==> src/rtl/seg_pkg.sv <==
`default_nettype none
// ============================================================================
// Module   : seg_pkg
// Brief    : Shared glyph constants and state encodings for seg_scan_ctrl.
// Revision : 1.0
// ============================================================================
package seg_pkg;

    localparam logic [6:0] SEG_BLANK  = 7'h7F;
    localparam logic [6:0] SEG_DASH   = 7'b1111110;
    localparam logic [6:0] SEG_ERR    = 7'b0110110;
    localparam logic [7:0] CHAR_SPACE = 8'h20;

    typedef enum logic [0:0] {
        BLANK = 1'b0,
        SHOW  = 1'b1
    } scan_state_t;

    typedef enum logic [0:0] {
        IDLE     = 1'b0,
        CLEARING = 1'b1
    } ctrl_state_t;

endpackage
`default_nettype wire

==> src/rtl/ascii_seg_decode.sv <==
`default_nettype none
// ============================================================================
// Module   : ascii_seg_decode
// Brief    : ASCII to active-low 7-segment glyph {a,b,c,d,e,f,g}.
// Revision : 1.0
// ============================================================================
module ascii_seg_decode
    import seg_pkg::*;
(
    input  logic [7:0] i_char,
    output logic [6:0] o_seg
);

    always_comb begin
        o_seg = SEG_ERR;
        case (i_char)
            8'h30:        o_seg = 7'b0000001;
            8'h31:        o_seg = 7'b1001111;
            8'h32:        o_seg = 7'b0010010;
            8'h33:        o_seg = 7'b0000110;
            8'h34:        o_seg = 7'b1001100;
            8'h35:        o_seg = 7'b0100100;
            8'h36:        o_seg = 7'b0100000;
            8'h37:        o_seg = 7'b0001111;
            8'h38:        o_seg = 7'b0000000;
            8'h39:        o_seg = 7'b0000100;
            // Upper and lower case letters share the hex glyph set A,b,C,d,E,F
            8'h41, 8'h61: o_seg = 7'b0001000;
            8'h42, 8'h62: o_seg = 7'b1100000;
            8'h43, 8'h63: o_seg = 7'b0110001;
            8'h44, 8'h64: o_seg = 7'b1000010;
            8'h45, 8'h65: o_seg = 7'b0110000;
            8'h46, 8'h66: o_seg = 7'b0111000;
            CHAR_SPACE:   o_seg = SEG_BLANK;
            8'h2D:        o_seg = SEG_DASH;
            default:      o_seg = SEG_ERR;
        endcase
    end

endmodule
`default_nettype wire

==> src/rtl/seg_scan_ctrl.sv <==
`default_nettype none
// ============================================================================
// Module   : seg_scan_ctrl
// Brief    : Multiplexed 7-segment controller: char buffer, decode, blanked scan.
// Revision : 1.0
// ============================================================================
module seg_scan_ctrl
    import seg_pkg::*;
#(
    parameter int NUM_DIGITS   = 4,
    parameter int REFRESH_DIV  = 50000,
    parameter int BLANK_CYCLES = 16
) (
    input  logic                  clk,
    input  logic                  rst,
    input  logic                  wr_valid,
    output logic                  wr_ready,
    input  logic [7:0]            wr_char,
    input  logic                  clear,
    output logic [6:0]            seg,
    output logic [NUM_DIGITS-1:0] an
);

    localparam int c_span  = (REFRESH_DIV > BLANK_CYCLES) ? REFRESH_DIV : BLANK_CYCLES;
    localparam int c_cnt_w = $clog2(c_span + 1);
    localparam int c_idx_w = $clog2(NUM_DIGITS);
    localparam int c_clr_w = $clog2(NUM_DIGITS + 1);

    localparam logic [c_cnt_w-1:0]    c_show_last  = c_cnt_w'(REFRESH_DIV - 1);
    localparam logic [c_cnt_w-1:0]    c_blank_last = c_cnt_w'(BLANK_CYCLES - 1);
    localparam logic [c_idx_w-1:0]    c_idx_last   = c_idx_w'(NUM_DIGITS - 1);
    localparam logic [c_clr_w-1:0]    c_clr_last   = c_clr_w'(NUM_DIGITS - 1);
    localparam logic [NUM_DIGITS-1:0] c_one_hot    = NUM_DIGITS'(1);

    scan_state_t        r_scan, w_scan_nxt;
    ctrl_state_t        r_ctrl, w_ctrl_nxt;
    logic [c_cnt_w-1:0] r_cnt;
    logic [c_idx_w-1:0] r_idx;
    logic [c_clr_w-1:0] r_clr_cnt;
    logic [7:0]         r_buf [NUM_DIGITS];
    logic               w_shift;
    logic [7:0]         w_shift_char;
    logic [6:0]         w_glyph;

    // ---------------------------------------------------------------- scan FSM
    always_comb begin
        w_scan_nxt = r_scan;
        case (r_scan)
            BLANK:   if (r_cnt == c_blank_last) w_scan_nxt = SHOW;
            SHOW:    if (r_cnt == c_show_last)  w_scan_nxt = BLANK;
            default: w_scan_nxt = BLANK;
        endcase
    end

    // idx advances when a digit goes dark, so the first lit digit after reset is 0
    always_ff @(posedge clk or negedge rst) begin
        if (!rst) begin
            r_scan <= BLANK;
            r_cnt  <= '0;
            r_idx  <= '0;
        end else begin
            r_scan <= w_scan_nxt;
            r_cnt  <= (w_scan_nxt != r_scan) ? '0 : r_cnt + c_cnt_w'(1);
            if (r_scan == SHOW && w_scan_nxt == BLANK)
                r_idx <= (r_idx == c_idx_last) ? '0 : r_idx + c_idx_w'(1);
        end
    end

    // ---------------------------------------------------------------- ctrl FSM
    always_comb begin
        w_ctrl_nxt   = r_ctrl;
        wr_ready     = 1'b0;
        w_shift      = 1'b0;
        w_shift_char = wr_char;
        case (r_ctrl)
            IDLE: begin
                wr_ready = !clear;
                if (clear)
                    w_ctrl_nxt = CLEARING;
                else if (wr_valid)
                    w_shift = 1'b1;
            end
            CLEARING: begin
                w_shift      = 1'b1;
                w_shift_char = CHAR_SPACE;
                if (r_clr_cnt == c_clr_last)
                    w_ctrl_nxt = IDLE;
            end
            default: w_ctrl_nxt = IDLE;
        endcase
    end

    always_ff @(posedge clk or negedge rst) begin
        if (!rst) begin
            r_ctrl    <= IDLE;
            r_clr_cnt <= '0;
        end else begin
            r_ctrl    <= w_ctrl_nxt;
            r_clr_cnt <= (r_ctrl == CLEARING) ? r_clr_cnt + c_clr_w'(1) : '0;
        end
    end

    // ------------------------------------------------------- character buffer
    always_ff @(posedge clk or negedge rst) begin
        if (!rst) begin
            for (int k = 0; k < NUM_DIGITS; k++)
                r_buf[k] <= CHAR_SPACE;
        end else if (w_shift) begin
            for (int k = NUM_DIGITS - 1; k > 0; k--)
                r_buf[k] <= r_buf[k-1];
            r_buf[0] <= w_shift_char;
        end
    end

    ascii_seg_decode u_decode (
        .i_char (r_buf[r_idx]),
        .o_seg  (w_glyph)
    );

    // ------------------------------------------------------- registered pins
    always_ff @(posedge clk or negedge rst) begin
        if (!rst) begin
            seg <= SEG_BLANK;
            an  <= '1;
        end else if (r_scan == SHOW) begin
            seg <= w_glyph;
            an  <= ~(c_one_hot << r_idx);
        end else begin
            seg <= SEG_BLANK;
            an  <= '1;
        end
    end

endmodule
`default_nettype wire

==> config.mk <==
export PLATFORM = sky130hd
export DESIGN_NAME = seg_scan_ctrl
export DESIGN_NICKNAME = d
export VERILOG_FILES = /design/src/rtl/seg_pkg.sv /design/src/rtl/ascii_seg_decode.sv /design/src/rtl/seg_scan_ctrl.sv
export SDC_FILE = /design/constraint.sdc
export NUM_CORES = 1
export LEC_CHECK = 0
export CAP_MARGIN = 20
export CORE_MARGIN = 10
export CORE_UTILIZATION = 58
export CTS_BUF_LIST = sky130_fd_sc_hd__clkbuf_4
export CTS_CLUSTER_SIZE = 28
export DETAILED_ROUTE_END_ITERATION = 16
export PLACE_DENSITY = 0.76
export SLEW_MARGIN = 20
export SYNTH_ARGS = -nofsm -noshare
export SYNTH_HDL_FRONTEND = slang
export SYNTH_SLANG_ARGS = --single-unit
==> constraint.sdc <==
create_clock -name clk -period 3 [get_ports clk]
set_input_delay 0.6 -clock clk [delete_from_list [all_inputs] [get_ports clk]]
set_output_delay 0.6 -clock clk [all_outputs]
set_load 0.005 [all_outputs]
Word-level counts from Yosys, hierarchy flattened
Index checks and enable logic that the tools add are counted.
- flip-flop bits (word level): 66
- input bits: 12
- output and inout port bits: 12
- logic and storage cells: 78
- $add $sub $neg: 3
- order comparisons: 1
- equal/unequal tests: 29
- shifts and indexed selects: 1
- muxes and demuxes: 20
- bitwise operators: 5
- reduce and logical (&&, ||, !) cells: 8
- operator list (cell ; count):
    $pmux W7 S18 ; 1
    $eq A8 B6 Y1 const B ; 12
    $eq A8 B7 Y1 const B ; 12
    $mux W8 ; 3
    $add A16 B1 Y16 const B ; 1
    $bmux W8 S2 ; 1
    $eq A16 B16 Y1 const B ; 1
    $eq A16 B4 Y1 const B ; 1
    $mux W16 ; 1
    $reduce_or A2 Y1 ; 6
    $mux W1 ; 7
    $mux W7 ; 1
    $pmux W1 S2 ; 3
    $mux W4 ; 1
    $not A4 Y4 ; 1
    $shl A1 B2 Y4 const A ; 1
    $add A3 B1 Y3 const B ; 1
    $eq A3 B2 Y1 const B ; 1
    $ge A3 B3 Y1 const B ; 1
    $mux W3 ; 1
    $not A1 Y1 ; 3
    $not A2 Y3 ; 1
    $add A2 B1 Y2 const B ; 1
    $eq A2 B2 Y1 const B ; 1
    4 further kinds ; 4

Longest topological paths before layout
- word-level depth: 8
- depth in mapped cells: 9

Hierarchy
Synthesis repeated with hierarchy kept, for this count alone.
- cells, all modules: 300
- area total of the unflattened synthesis: 3410.8 um^2
- by module, submodules not included (module ; instances ; cells each ; area each (um^2) ; seq. area each (um^2)):
    seg_scan_ctrl ; 1 ; 225 ; 2915.3 ; 1670.4
    ascii_seg_decode ; 1 ; 75 ; 495.5 ; 0.0

Worst setup path before layout
Ideal clock, no wire load.
- path kind: register to register
- start: register r_idx[0]
- end: register seg[1]
- setup time: 0.087 ns
- arrival: 2.353 ns
- data required time: 2.913 ns
- slack: 0.559 ns
- cell stages (with the launch flop): 8
- buffers on the path: 1
- clock period less this slack: 2.441 ns
- path through: dfrtp_1 buf_6 mux4_2 or3_1 or3_1 a211o_1 a31oi_4 o21ai_2
- cells in the longest elaborated chain, start to end: 8
- elaborated cells on any way between the ends: 36
- those cells by class: eq/ne: 24; mux: 5; bitwise: 1; reduce/logical: 6
- RTL lines (element ; line ; text):
    start: declaration ; seg_scan_ctrl.sv:38 ; logic [c_idx_w-1:0] r_idx;
    start signal: assignment ; seg_scan_ctrl.sv:65 ; r_idx <= (r_idx == c_idx_last) ? '0 : r_idx + c_idx_w'(1);
    $not A2 Y3 (not written as such) (*) ; seg_scan_ctrl.sv:116 ; .i_char (r_buf[r_idx]),
    $bmux W8 S2 (*) ; seg_scan_ctrl.sv:116 ;
    $mux W8 (not written as such) (*) (2 in a row) ; seg_scan_ctrl.sv:116 ;
    $eq A8 B7 Y1 ; ascii_seg_decode.sv:16 ; case (i_char)
    $reduce_or A2 Y1 ; ascii_seg_decode.sv:16 ;
    $pmux W7 S18 (*) ; ascii_seg_decode.sv:16 ;
    $mux W7 (*) ; seg_scan_ctrl.sv:125 ; end else if (r_scan == SHOW) begin
    end signal: assignment ; seg_scan_ctrl.sv:126 ; seg <= w_glyph;
    end: declaration ; seg_scan_ctrl.sv:20 ; output logic [6:0] seg,
Mark *: on every way between the ends. The rest lies on a longest branch, timed or not. The select of a mux whose other input is x is not followed.
A chain may end at the register's enable or synchronous reset.

Worst setup path after layout
- start: register r_idx[0]
- end: register seg[4]
The elaborated chain is that of the path after synthesis.

==> out/qor.txt <==
Worst-path clk slew - 0.12 ns
final hold slack - 0.249 ns
MaxCap Viol Count - 0
r2r endpoint - seg[4]
PwrDens - 589 nW/um^2
top cells by area, synth - dfrtp_1 (39%), dfstp_2 (12%), mux2_2 (8.2%), nand2_1 (4.7%), mux4_1 (3.2%)
vias per inst - 5.55
register bit count reported by yosys - 66
Leak - 1.64 nW
final wirelength - 5910 um
Root Buffer - clkbuf_4
outcome - completed
overall die height - 95.5 um
min Tclk post-route - 2.63 ns
WS Path Type - flip-flop to flip-flop
Post-synth top cells - dfrtp_1 (51), nand2_1 (41), mux2_2 (24)
Setup WS post-layout - 0.372 ns
CP required - 3.34 ns
DIE AREA - 9120 sq um
f_max - 0.380 GHz
first-pass GRT wire length - 10100 um
Synth async-reset ratio - 1.00
Detailed Place HPWL - 4200 um
Worst EP arrival - 2.97 ns
fin crit share - 0.876
Post-Syn Area - 3310 sq um
Area Growth Syn to Fin - 14.8%
vias in the first global route - 2136
Hold Vio Cnt, Final - 0
CP endpoint - seg[4]
VDD IR max - 0.483 mV
initial detailed-routing violation count - 71
DR DRC count - 0
htree depth - 3
Crit. Startpoint - r_idx[0]
cts hold-fix bufs - 0
Setup TNS - 0 ns
clock latency on the worst-skew pair - 0.42 ns
initial antenna violation count - 0
Yosys cell types - 48
most numerous cell in the Yosys netlist - dfrtp_1
grt ovf - 0
post-CTS setup buffer count - 0
Seq/Total Area, Yosys - 0.505
R2R cell count - 7
Critical Path Sink Type - flip-flop
worst hold path type - input pin to async pin
Worst Path Max Fanout - 8
final antenna-violating net count - 0
warnings from Yosys - 0
Reg-to-Reg Start - r_idx[0]
fin. max-slew vios - 0
total CTS buffers - 9
# clock sinks - 66
cells after synthesis - 293
Max Clock Skew - 0.0205 ns
post-synth top area cell - dfrtp_1
Worst-Margin Slew - 0.757 ns
critical path startpoint category - flip-flop
Post-synth EDFFs - 0
die width - 95.5 um
Final nets - 341
post-synth top area share - 0.386
FILL cells - 415
Slew HR - 0.495
RSZ-0062 raised after global routing - false
R2R Setup Slk - 0.37 ns
global placement routability congestion - 0.882
final setup violation count - 0
syn avg cell area - 11.3 sq um
clock tree from TritonCTS - yes
Antenna diodes - 0
IO buf count - 23
top_reg_cell synth - dfrtp_1
post-cts resize count - 0
GRT Overall Usage - 0.140
pre-CTS setup slack - 0.351 ns
WL/cell - 14.8 um
initial core utilization - 0.600
largest net degree at the start of global routing - 35
Core Area - 5510 sq um
first-pass detailed-route iteration total - 4
Synth Net Count - 313
std cell rows - 27
clock tree buffer depth - 2
IO Pins - 24
share of post-route cells with drive strength above 1 - 0.236
via count - 2207
## power breakdown
part / switching [W] / total, W / internal (W) / leakage (nW)
Combinational: 0.000202 / 0.000460 / 0.000258 / 0.719
Sequential: 0.0000710 / 0.00110 / 0.00103 / 0.844
Clock: 0.000343 / 0.000680 / 0.000336 / 0.0800
## kinds of logic after synthesis
group	count (synthesis)	synth area share
buffers and inverters	22	0.0273
adders and majority gates	8	0.0303
DFF	66	0.505
muxes	35	0.150
and+or+nand+nor	106	0.168
AOI/OAI and AO/OA	45	0.0897
xor gates and xnor gates	11	0.0291
## placed cells by master, fill, tap and decap left out, drive strengths merged, types with 8 or more instances in the layout
cell type,n
xnor2,9
ha,8
o21ai,16
nand2,41
clkdlybuf4s50,22
or3,8
dfstp,15
nor2,11
mux4,8
and2,10
a21oi,11
buf,9
clkbuf,9
inv,9
dfrtp,51
mux2,24
## how the worst min path moves through the flow
stage | slack (ns) | depth (start not counted) | end | from
floorplan | 0.30 | 0 | r_buf[0] | rst
global placement | 0.43 | 1 | r_clr_cnt[0] | r_clr_cnt[0]
detailed placement | 0.43 | 1 | r_clr_cnt[0] | r_clr_cnt[0]
CTS | 0.25 | 1 | r_cnt[9] | rst
global route | 0.29 | 1 | r_scan | rst
finish | 0.25 | 1 | r_scan | rst
## registers in the layout, indices dropped and copies added (netlist names)
register,flops
r_clr_cnt,3
an,4
r_buf,32
r_idx,2
seg,7
r_scan,1
r_ctrl,1
r_cnt,16
## critical path, stage by stage, from the launching register on
cell and delay, ns:
dfrtp_1 0.54, buf_4 0.22, mux4_2 0.51, or3_1 0.35, or3_1 0.31, a211o_1 0.33
a31oi_4 0.22, o21ai_2 0.08
## layer usage
layer  GRT usage  up-vias  part of all wire
met5           0        -                 0
met4      0.0651        0             0.017
met3      0.0369       10             0.046
met2       0.207       34              0.43
met1       0.189     1074              0.50
li1            -     1089                 -
## through the flow
| stage | instance area, sq um | power (W) | util | cells |
|---|---|---|---|---|
| floorplan | 3310 | 0.00140 | - | 293 |
| finish | 3800 | 0.00224 | 0.689 | 398 |
| CTS | 3800 | 0.00226 | 0.689 | 398 |
| global placement | 3640 | 0.00157 | 0.660 | 382 |
| global route | 3800 | 0.00236 | 0.689 | 398 |
| detailed placement | 3640 | 0.00158 | 0.660 | 382 |
## layout make-up
cell class | count | area (sq um) | share of cell area
clock buffer | 9 | 67.6 | 0.0178
inverter | 8 | 30.0 | 0.00791
multi-input combinational | 205 | 1550 | 0.408
sequential | 66 | 1670 | 0.440
timing repair buffer | 31 | 298 | 0.0784
clock inverter | 7 | 92.6 | 0.0244
tap | 72 | 90.1 | 0.0237
(Power assumes the default switching activity.)
